<file path="src/rtl/autorange_ctrl.sv">
// Auto gain-ranging controller: windowed peak-deviation tracking with guarded step requests.
// Optional AUTORANGE_FAST_CLIP_EN: a hard-clip sample ends the window early and forces a down step.
module autorange_ctrl #(
  parameter int SAMPLE_W       = 12,
  parameter int WINDOW         = 256,
  parameter int HI_THRESH      = 1900,
  parameter int LO_THRESH      = 400,
  parameter int SETTLE_SAMPLES = 64
) (
  input  logic                clock,
  input  logic                reset,
  input  logic                sample_valid,
  input  logic [SAMPLE_W-1:0] sample,
  input  logic [3:0]          count_in,
  output logic                toHigh,
  output logic                toLow,
  output logic                enable,
  output logic                settling,
  output logic [SAMPLE_W-2:0] peak_out
);
  localparam int MW  = SAMPLE_W - 1;
  localparam int WCW = $clog2(WINDOW + 1);
  localparam int SCW = $clog2(SETTLE_SAMPLES + 1);
  localparam logic [MW-1:0]  MAG_MAX  = {MW{1'b1}};
  localparam logic [MW-1:0]  HI       = MW'(HI_THRESH);
  localparam logic [MW-1:0]  LO       = MW'(LO_THRESH);
  localparam logic [WCW-1:0] WIN_LAST = WCW'(WINDOW - 1);
  localparam logic [SCW-1:0] SET_LAST = SCW'(SETTLE_SAMPLES - 1);

`ifdef AUTORANGE_FAST_CLIP_EN
  localparam bit FAST_CLIP = 1'b1;
`else
  localparam bit FAST_CLIP = 1'b0;
`endif

  typedef enum logic [1:0] {MEASURE, DECIDE, STEP, SETTLE} state_t;

  state_t         state_q, state_d;
  logic [MW-1:0]  peak_q, peak_d, peak_out_q, peak_out_d;
  logic [WCW-1:0] win_q, win_d;
  logic [SCW-1:0] set_q, set_d;
  logic           clip_q, clip_d;
  logic           dn_q, dn_d;
  logic           en_q, hi_q, lo_q, settling_q;
  logic [MW-1:0]  mag;
  logic           clip_hit;

  // Offset-binary fold: upper half is sample-mid, lower half is (mid-1)-sample.
  always_comb begin
    mag = sample[SAMPLE_W-1] ? sample[MW-1:0] : ~sample[MW-1:0];
  end

  assign clip_hit = FAST_CLIP && ((sample == '0) || (sample == '1));

  always_comb begin
    state_d    = state_q;
    peak_d     = peak_q;
    win_d      = win_q;
    set_d      = set_q;
    clip_d     = clip_q;
    dn_d       = dn_q;
    peak_out_d = peak_out_q;
    case (state_q)
      MEASURE: begin
        if (sample_valid) begin
          if (mag > peak_q) peak_d = mag;
          win_d = win_q + 1'b1;
          if (win_q == WIN_LAST) state_d = DECIDE;
          if (clip_hit) begin
            clip_d  = 1'b1;
            state_d = DECIDE;
          end
        end
      end
      DECIDE: begin
        peak_out_d = clip_q ? MAG_MAX : peak_q;
        // Guards keep the counter within 1..12 so it never hits its latching ends.
        if ((clip_q || peak_q >= HI) && count_in >= 4'd2) begin
          dn_d    = 1'b1;
          state_d = STEP;
        end else if (!clip_q && peak_q < LO && count_in <= 4'd11) begin
          dn_d    = 1'b0;
          state_d = STEP;
        end else begin
          state_d = MEASURE;
          peak_d  = '0;
          win_d   = '0;
          clip_d  = 1'b0;
        end
      end
      STEP: begin
        state_d = SETTLE;
        peak_d  = '0;
        win_d   = '0;
        clip_d  = 1'b0;
        set_d   = '0;
      end
      SETTLE: begin
        if (sample_valid) begin
          set_d = set_q + 1'b1;
          if (set_q == SET_LAST) begin
            state_d = MEASURE;
            set_d   = '0;
          end
        end
      end
      default: state_d = MEASURE;
    endcase
  end

  // Outputs are registered from the next state so they line up with STEP/SETTLE exactly.
  always_ff @(posedge clock) begin
    if (reset) begin
      state_q    <= MEASURE;
      peak_q     <= '0;
      win_q      <= '0;
      set_q      <= '0;
      clip_q     <= 1'b0;
      dn_q       <= 1'b0;
      peak_out_q <= '0;
      en_q       <= 1'b0;
      hi_q       <= 1'b0;
      lo_q       <= 1'b0;
      settling_q <= 1'b0;
    end else begin
      state_q    <= state_d;
      peak_q     <= peak_d;
      win_q      <= win_d;
      set_q      <= set_d;
      clip_q     <= clip_d;
      dn_q       <= dn_d;
      peak_out_q <= peak_out_d;
      en_q       <= (state_d == STEP);
      hi_q       <= (state_d == STEP) && dn_d;
      lo_q       <= (state_d == STEP) && !dn_d;
      settling_q <= (state_d == SETTLE);
    end
  end

  assign enable   = en_q;
  assign toHigh   = hi_q;
  assign toLow    = lo_q;
  assign settling = settling_q;
  assign peak_out = peak_out_q;
endmodule

</file>
<file path="config.mk">
export PLATFORM = sky130hd
export DESIGN_NAME = autorange_ctrl
export DESIGN_NICKNAME = d
export VERILOG_FILES = /design/src/rtl/autorange_ctrl.sv
export SDC_FILE = /design/constraint.sdc
export NUM_CORES = 1
export LEC_CHECK = 0
export ABC_AREA = 1
export CORE_ASPECT_RATIO = 1.75
export CORE_MARGIN = 2
export CORE_UTILIZATION = 40
export DETAILED_ROUTE_END_ITERATION = 6
export HOLD_SLACK_MARGIN = 0.12
export MAX_ROUTING_LAYER = met4
export PLACE_DENSITY = 0.71
export SYNTH_ARGS = -nofsm -noshare
export SYNTH_HDL_FRONTEND = slang
export SYNTH_SLANG_ARGS = --single-unit
</file>
<file path="constraint.sdc">
create_clock -name clock -period 2 [get_ports clock]
set_input_delay 0.5 -clock clock [delete_from_list [all_inputs] [get_ports clock]]
set_output_delay 0.5 -clock clock [all_outputs]
set_load 0.03 [all_outputs]
</file>
==> results of run 1 <==
[per-layer routing]
layer,global-route usage [%],vias up,part of all wire [%]
met5,-,-,0
met4,12.31,0,5.2
met3,3.480,30,2.9
met2,38.32,64,54
li1,-,1286,-
met1,17.12,1194,38
[state kept, by name (all words and copies together) (netlist names)]
signal	flops
peak_out	11
peak_q	11
enable	1
win_q	9
toLow	1
set_q	7
dn_q	1
settling	1
toHigh	1
state_q	2
[how the worst max path moves through the flow]
stage / start / end / cells past startpoint
5_1_grt: sample[11] / peak_q[10] / 17
2_1_floorplan: sample[11] / peak_q[2] / 17
3_5_place_dp: sample[11] / peak_q[0] / 17
4_1_cts: sample[11] / peak_q[9] / 16
6_report: sample[10] / peak_q[10] / 16
3_3_place_gp: sample[11] / peak_q[2] / 17
[per-stage QoR]
stage          worst slack, ps  total power, W  hold WS [ps]  std cells
6_report                 11.57        0.004727         489.8        507
5_1_grt                 -100.7        0.005061         503.9        507
4_1_cts                  5.848        0.004320         489.2        504
3_5_place_dp            -687.2        0.003326         475.9        492
3_3_place_gp            -643.8        0.003281         465.1        492
2_1_floorplan           -26.56        0.002749         452.4        375
[report_power, final]
group / internal [W] / total (W) / leakage [nW] / switching (W)
Clock: 0.000408 / 0.000737 / 0.0585 / 0.000330
Combinational: 0.00108 / 0.00277 / 1.19 / 0.00169
Sequential: 0.00111 / 0.00122 / 0.368 / 0.000114
[worst min-delay path: stages, from the launching register on]
cell and delay [ps]:
dfxtp_1 320, nand2_1 60, a221oi_1 60
[cell type report]
| class | instances | area, um^2 |
|---|---|---|
| timing repair buffer | 53 | 538.0 |
| sequential | 45 | 902.1 |
| clock inverter | 1 | 30.03 |
| multi-input combinational | 274 | 1729 |
| clock buffer | 7 | 86.33 |
| fill | 568 | 2619 |
| inverter | 47 | 176.4 |
| tap | 80 | 100.1 |
[Yosys cell counts]
master,number,area [um^2]
nand2_1,102,382.9
nor2_1,47,176.4
dfxtp_1,45,900.9
inv_1,44,165.2
a21oi_1,36,180.2
ha_1,18,225.2
o21ai_0,17,85.08
or2_2,10,62.56
clkbuf_1,9,33.78
nand3_1,9,45.04
xor2_1,6,52.55
nand4_1,4,25.02
inv_2,3,11.26
nor3_1,3,15.01
a221oi_1,2,17.52
buf_6,2,22.52
nand2_2,2,12.51
nand2_4,2,22.52
nor2_2,2,12.51
xnor2_1,2,17.52
a211oi_1,1,7.510
a31oi_1,1,6.260
and3_1,1,6.260
buf_1,1,3.750
nand3b_1,1,7.510
nor2_8,1,20.02
nor3b_1,1,7.510
o2111ai_1,1,8.760
o21a_2,1,8.760
o21ai_1,1,5.000
[cell families (layout without fill, tap and decap cells)]
logic type	after synthesis	count (layout)	share of synthesized area (%)
XOR/XNOR	8	8	2.751
buffers and inverters	59	108	9.283
flip-flops	45	45	35.36
AND/OR/NAND/NOR	185	188	31.24
adder cells (fa/ha/maj)	18	18	8.841
AO/OA/AOI/OAI	60	60	12.52
[timing repair]
action,CTS,global route
resized for setup,27,52
buffers inserted,0,2
gates cloned,4,1
pin swaps,8,20
setup endpoints to repair,11,16
==> flow_summary.yaml, run 1 <==
outcome:
  status: "completed"
min_path:
  whs_endpoint: "set_q[4]"
  min_path_cells: 2
  min_from: "set_q[4]"
  hold_path_class: "reg -> reg"
setup_path:
  path_buf_inv: 2
  startpoint_type: "input pin"
  regToRegSetupSlack_ps: 140
  crit_type: "in -> reg"
  reg2reg_from: "peak_q[4]"
  cp-end-kind: "flop"
  critPathRequiredTime_ps: 2220
  critPathTopFamily: "simple AND/OR/NAND/NOR gates"
  reg2reg_to: "peak_q[10]"
  crit_chain: "dlygate4sd2_1 -> or2_4 -> nand2_4 -> ha_4 -> nand2_2 -> inv_2 -> nand2_2 -> nor2_2 -> nand2_1 -> nand3_2 -> nand2_4 -> nand2_8 -> nand2_8 -> nand2_1 -> nand2_1 -> nor2_1"
  cpMostUsedCell: "nand2_1"
  rr_worst_depth: 13
  slowest_stage: "dlygate4sd2_1"
  cp_max_fo: 6
  cp_slowest_stage_delay_ps: 250
  crit_arrival_ps: 2210
cells_and_area:
  final_layout_size_suffix_gt1_share_pct: 22.48
  design_area_mm2: 0.003562
  antenna_cells: 0
  area_growth_syn_to_layout_pct: 39.83
  fin_nets: 463
  final_cell_mix: "nand2_1 (78), nor2_1 (46), dfxtp_1 (44), inv_1 (42), a21oi_1 (34)"
  layout_commonest_cell: "nand2_1"
  final_util_pct: 57.63
synthesis:
  synthDistinctLibCells: 30
  syn_nets: 412
  syn-cell-area_mm2: 0.002547
  yosysSeqAreaShare_pct: 35.36
  yosys_register_bits: 45
  syn_inst: 375
  yosysWarnings: 0
  syn_avg_cell_area_um2: 6.793
placed_design:
  place_area_mm2: 0.003085
  portBuffers: 32
  place_hpwl_mm: 4.329
  gp_congestion: 0.8563
drt:
  postRouteAntennaNets: 0
  drcViolationCount: 0
  drt_pass1_iterations: 4
  wire_per_inst_um: 13.66
  drtIter0Drc: 98
  via_count: 2574
  wl_mm: 6.925
  avgViaCountPerCell: 5.077
timing:
  fin_skew_ps: 6.196
  rsz0062_at_grt: "yes"
  drv_slew: 0
  setup_viol: 0
  post-route-period-util_pct: 99.42
  worst_pin_slew_ps: 359.1
  fin_setup_tns_ps: 0
  max-slew-margin-rel_pct: 76.06
  final_hold_viol_count: 0
  max_freq_mhz: 502.9
  min_period_ps: 1988
clock_network:
  cts_buffers: 5
  cts_buffer_depth: 2
  clock_latency_ps: 320
  cts.sinks: 45
  h-tree-depth: 2
  cts_tree: "done"
  clkTransAtPathRegs_ps: 90
  cts_root_buffer: "clkbuf_8"
  holdBufCountCts: 0
floorplan:
  rows: 38
  die_h_um: 109.6
  coreArea_mm2: 0.006181
  io_pins: 34
  die_w_um: 64.33
  die_area_mm2: 0.007048
  start_util_pct: 41.21
grt:
  globalRouteOverflowTotal: 0
  grt_max_degree: 24
  grt_antenna_before_repair: 0
  grt_usage_pct: 19.76
  grt_pass1_wl_mm: 10.52
  grt_pass1_vias: 2449
pwr:
  irDropWorstVdd_mv: 0.6046
  power_leakage_nw: 1.616
  power_density_mw_per_mm2: 1327
flow_run:
  drv_cap: 0
(Power assumes the default switching activity.)
==> inputs of run 2 (changes only) <==
CTS_BUF_LIST = sky130_fd_sc_hd__clkbuf_8 sky130_fd_sc_hd__clkbuf_16   (was unset)
==> run 2 against run 1 <==
Register-to-register slack hardly changed. Cell count stayed put. Final area stayed put. Core utilization stayed put. Critical path depth is 1 higher. Fmax hardly changed. Highest routed layer unchanged.
==> flow_summary.yaml, run 2 (synthesis results as in run 1) <==
timing:
  fin_skew_ps: 5.828
  worst_pin_slew_ps: 359.1
  setup_viol: 0
  hold_ws_ps: 489.9
  post-route-period-util_pct: 99.39
  max-slew-margin-rel_pct: 76.06
  drv_slew: 0
  final_hold_viol_count: 0
  max_freq_mhz: 503.1
  rsz0062_at_grt: "yes"
  min_period_ps: 1988
drt:
  wire_per_inst_um: 13.66
  via_count: 2575
  drt_pass1_iterations: 4
  avgViaCountPerCell: 5.079
  drcViolationCount: 0
  drtIter0Drc: 107
  postRouteAntennaNets: 0
  wl_mm: 6.928
placed_design:
  portBuffers: 32
  gp_congestion: 0.8563
  place_area_mm2: 0.003085
  place_hpwl_mm: 4.329
setup_path:
  cp-end-kind: "flop"
  crit_type: "in -> reg"
  crit_start: "sample[11]"
  crit_arrival_ps: 2200
  regToRegSetupSlack_ps: 140
  rr_worst_depth: 13
  cp_max_fo: 6
  reg2reg_to: "peak_q[10]"
  startpoint_type: "input pin"
  critPathRequiredTime_ps: 2220
  cp-endpoint: "peak_q[10]"
  reg2reg_from: "peak_q[4]"
cells_and_area:
  final_layout_size_suffix_gt1_share_pct: 22.48
  area_growth_syn_to_layout_pct: 39.83
  design_area_mm2: 0.003562
  fin_nets: 463
  final_cell_mix: "nand2_1 (78), nor2_1 (46), dfxtp_1 (44), inv_1 (43), a21oi_1 (34)"
  antenna_cells: 0
  fillers: 568
  layout_commonest_cell: "nand2_1"
  final_util_pct: 57.63
floorplan:
  start_util_pct: 41.21
  coreArea_mm2: 0.006181
  rows: 38
  die_area_mm2: 0.007048
  io_pins: 34
  die_w_um: 64.33
  die_h_um: 109.6
pwr:
  power_leakage_nw: 1.620
  power_density_mw_per_mm2: 1325
  irDropWorstVdd_mv: 0.6043
clock_network:
  cts_buffer_depth: 2
  cts_root_buffer: "clkbuf_8"
  h-tree-depth: 2
  cts_buffers: 5
  clkTransAtPathRegs_ps: 90
  cts.sinks: 45
  clock_latency_ps: 320
  cts_tree: "done"
grt:
  grt_max_degree: 24
  grt_pass1_vias: 2449
  grt_pass1_wl_mm: 10.52
  globalRouteOverflowTotal: 0
  grt_usage_pct: 19.76
  grt_antenna_before_repair: 0
min_path:
  hold_path_class: "reg -> reg"
flow_run:
  drv_cap: 0
outcome:
  status: "completed"
[run 2: power breakdown]
part	internal [W]	total, W	switching (W)
Clock	0.000403	0.000732	0.000329
Sequential	0.00111	0.00122	0.000114
Combinational	0.00108	0.00277	0.00169
Total	0.00259	0.00472	0.00213
[run 2: routing by layer]
| layer | track usage [%] | share of wire, % |
|---|---|---|
| met4 | 12.31 | 5.3 |
| met2 | 38.32 | 54 |
| met5 | - | 0 |
| met1 | 17.12 | 38 |
| met3 | 3.480 | 2.9 |
[run 2: final cells by class]
class,instances,area (um^2),area share [%]
Clock inverter,2,33.78,0.9484
Sequential cell,45,902.1,25.32
Clock buffer,6,82.58,2.318
Tap cell,80,100.1,2.810
Timing Repair Buffer,53,538.0,15.10
Inverter,47,176.4,4.953
Multi-Input combinational cell,274,1729,48.54
[run 2: how the worst min path moves through the flow]
stage	from	end	slack, ps	depth (start not counted)
CTS	set_q[4]	set_q[4]	490	2
detailed placement	set_q[4]	set_q[4]	480	2
finish	set_q[4]	set_q[4]	490	2
floorplan	peak_q[0]	peak_out[0]	450	2
global route	set_q[1]	set_q[1]	500	2
global placement	set_q[4]	set_q[4]	470	2
[run 2: stage by stage]
| stage | power (W) | worst slack (ps) | instances | setup TNS [ps] |
|---|---|---|---|---|
| after floorplan | 0.002749 | -26.56 | 375 | -222.1 |
| after global placement | 0.003281 | -643.8 | 492 | -7084 |
| after detailed placement | 0.003326 | -687.2 | 492 | -7565 |
| after CTS | 0.004315 | 5.848 | 504 | 0 |
| after global routing | 0.005056 | -100.7 | 507 | -646.6 |
| final | 0.004721 | 12.28 | 507 | 0 |
[run 2: repair_timing]
action,in CTS,in global routing
pin swaps,8,20
cloned,4,1
setup buffers,0,2
resized for setup,27,52
setup endpoints to repair,11,16
hold buffers,0,0
[run 2: critical path, cell delays in order]
cell	delay, ps
buf_12	110
clkbuf_16	150
or2_4	260
nand2_4	70
ha_4	200
nand2_2	70
inv_2	30
nand2_2	80
nor2_2	50
nand2_1	70
nand3_2	100
nand2_4	100
nand2_8	100
nand2_8	110
nand2_1	70
nand2_1	80
nor2_1	40
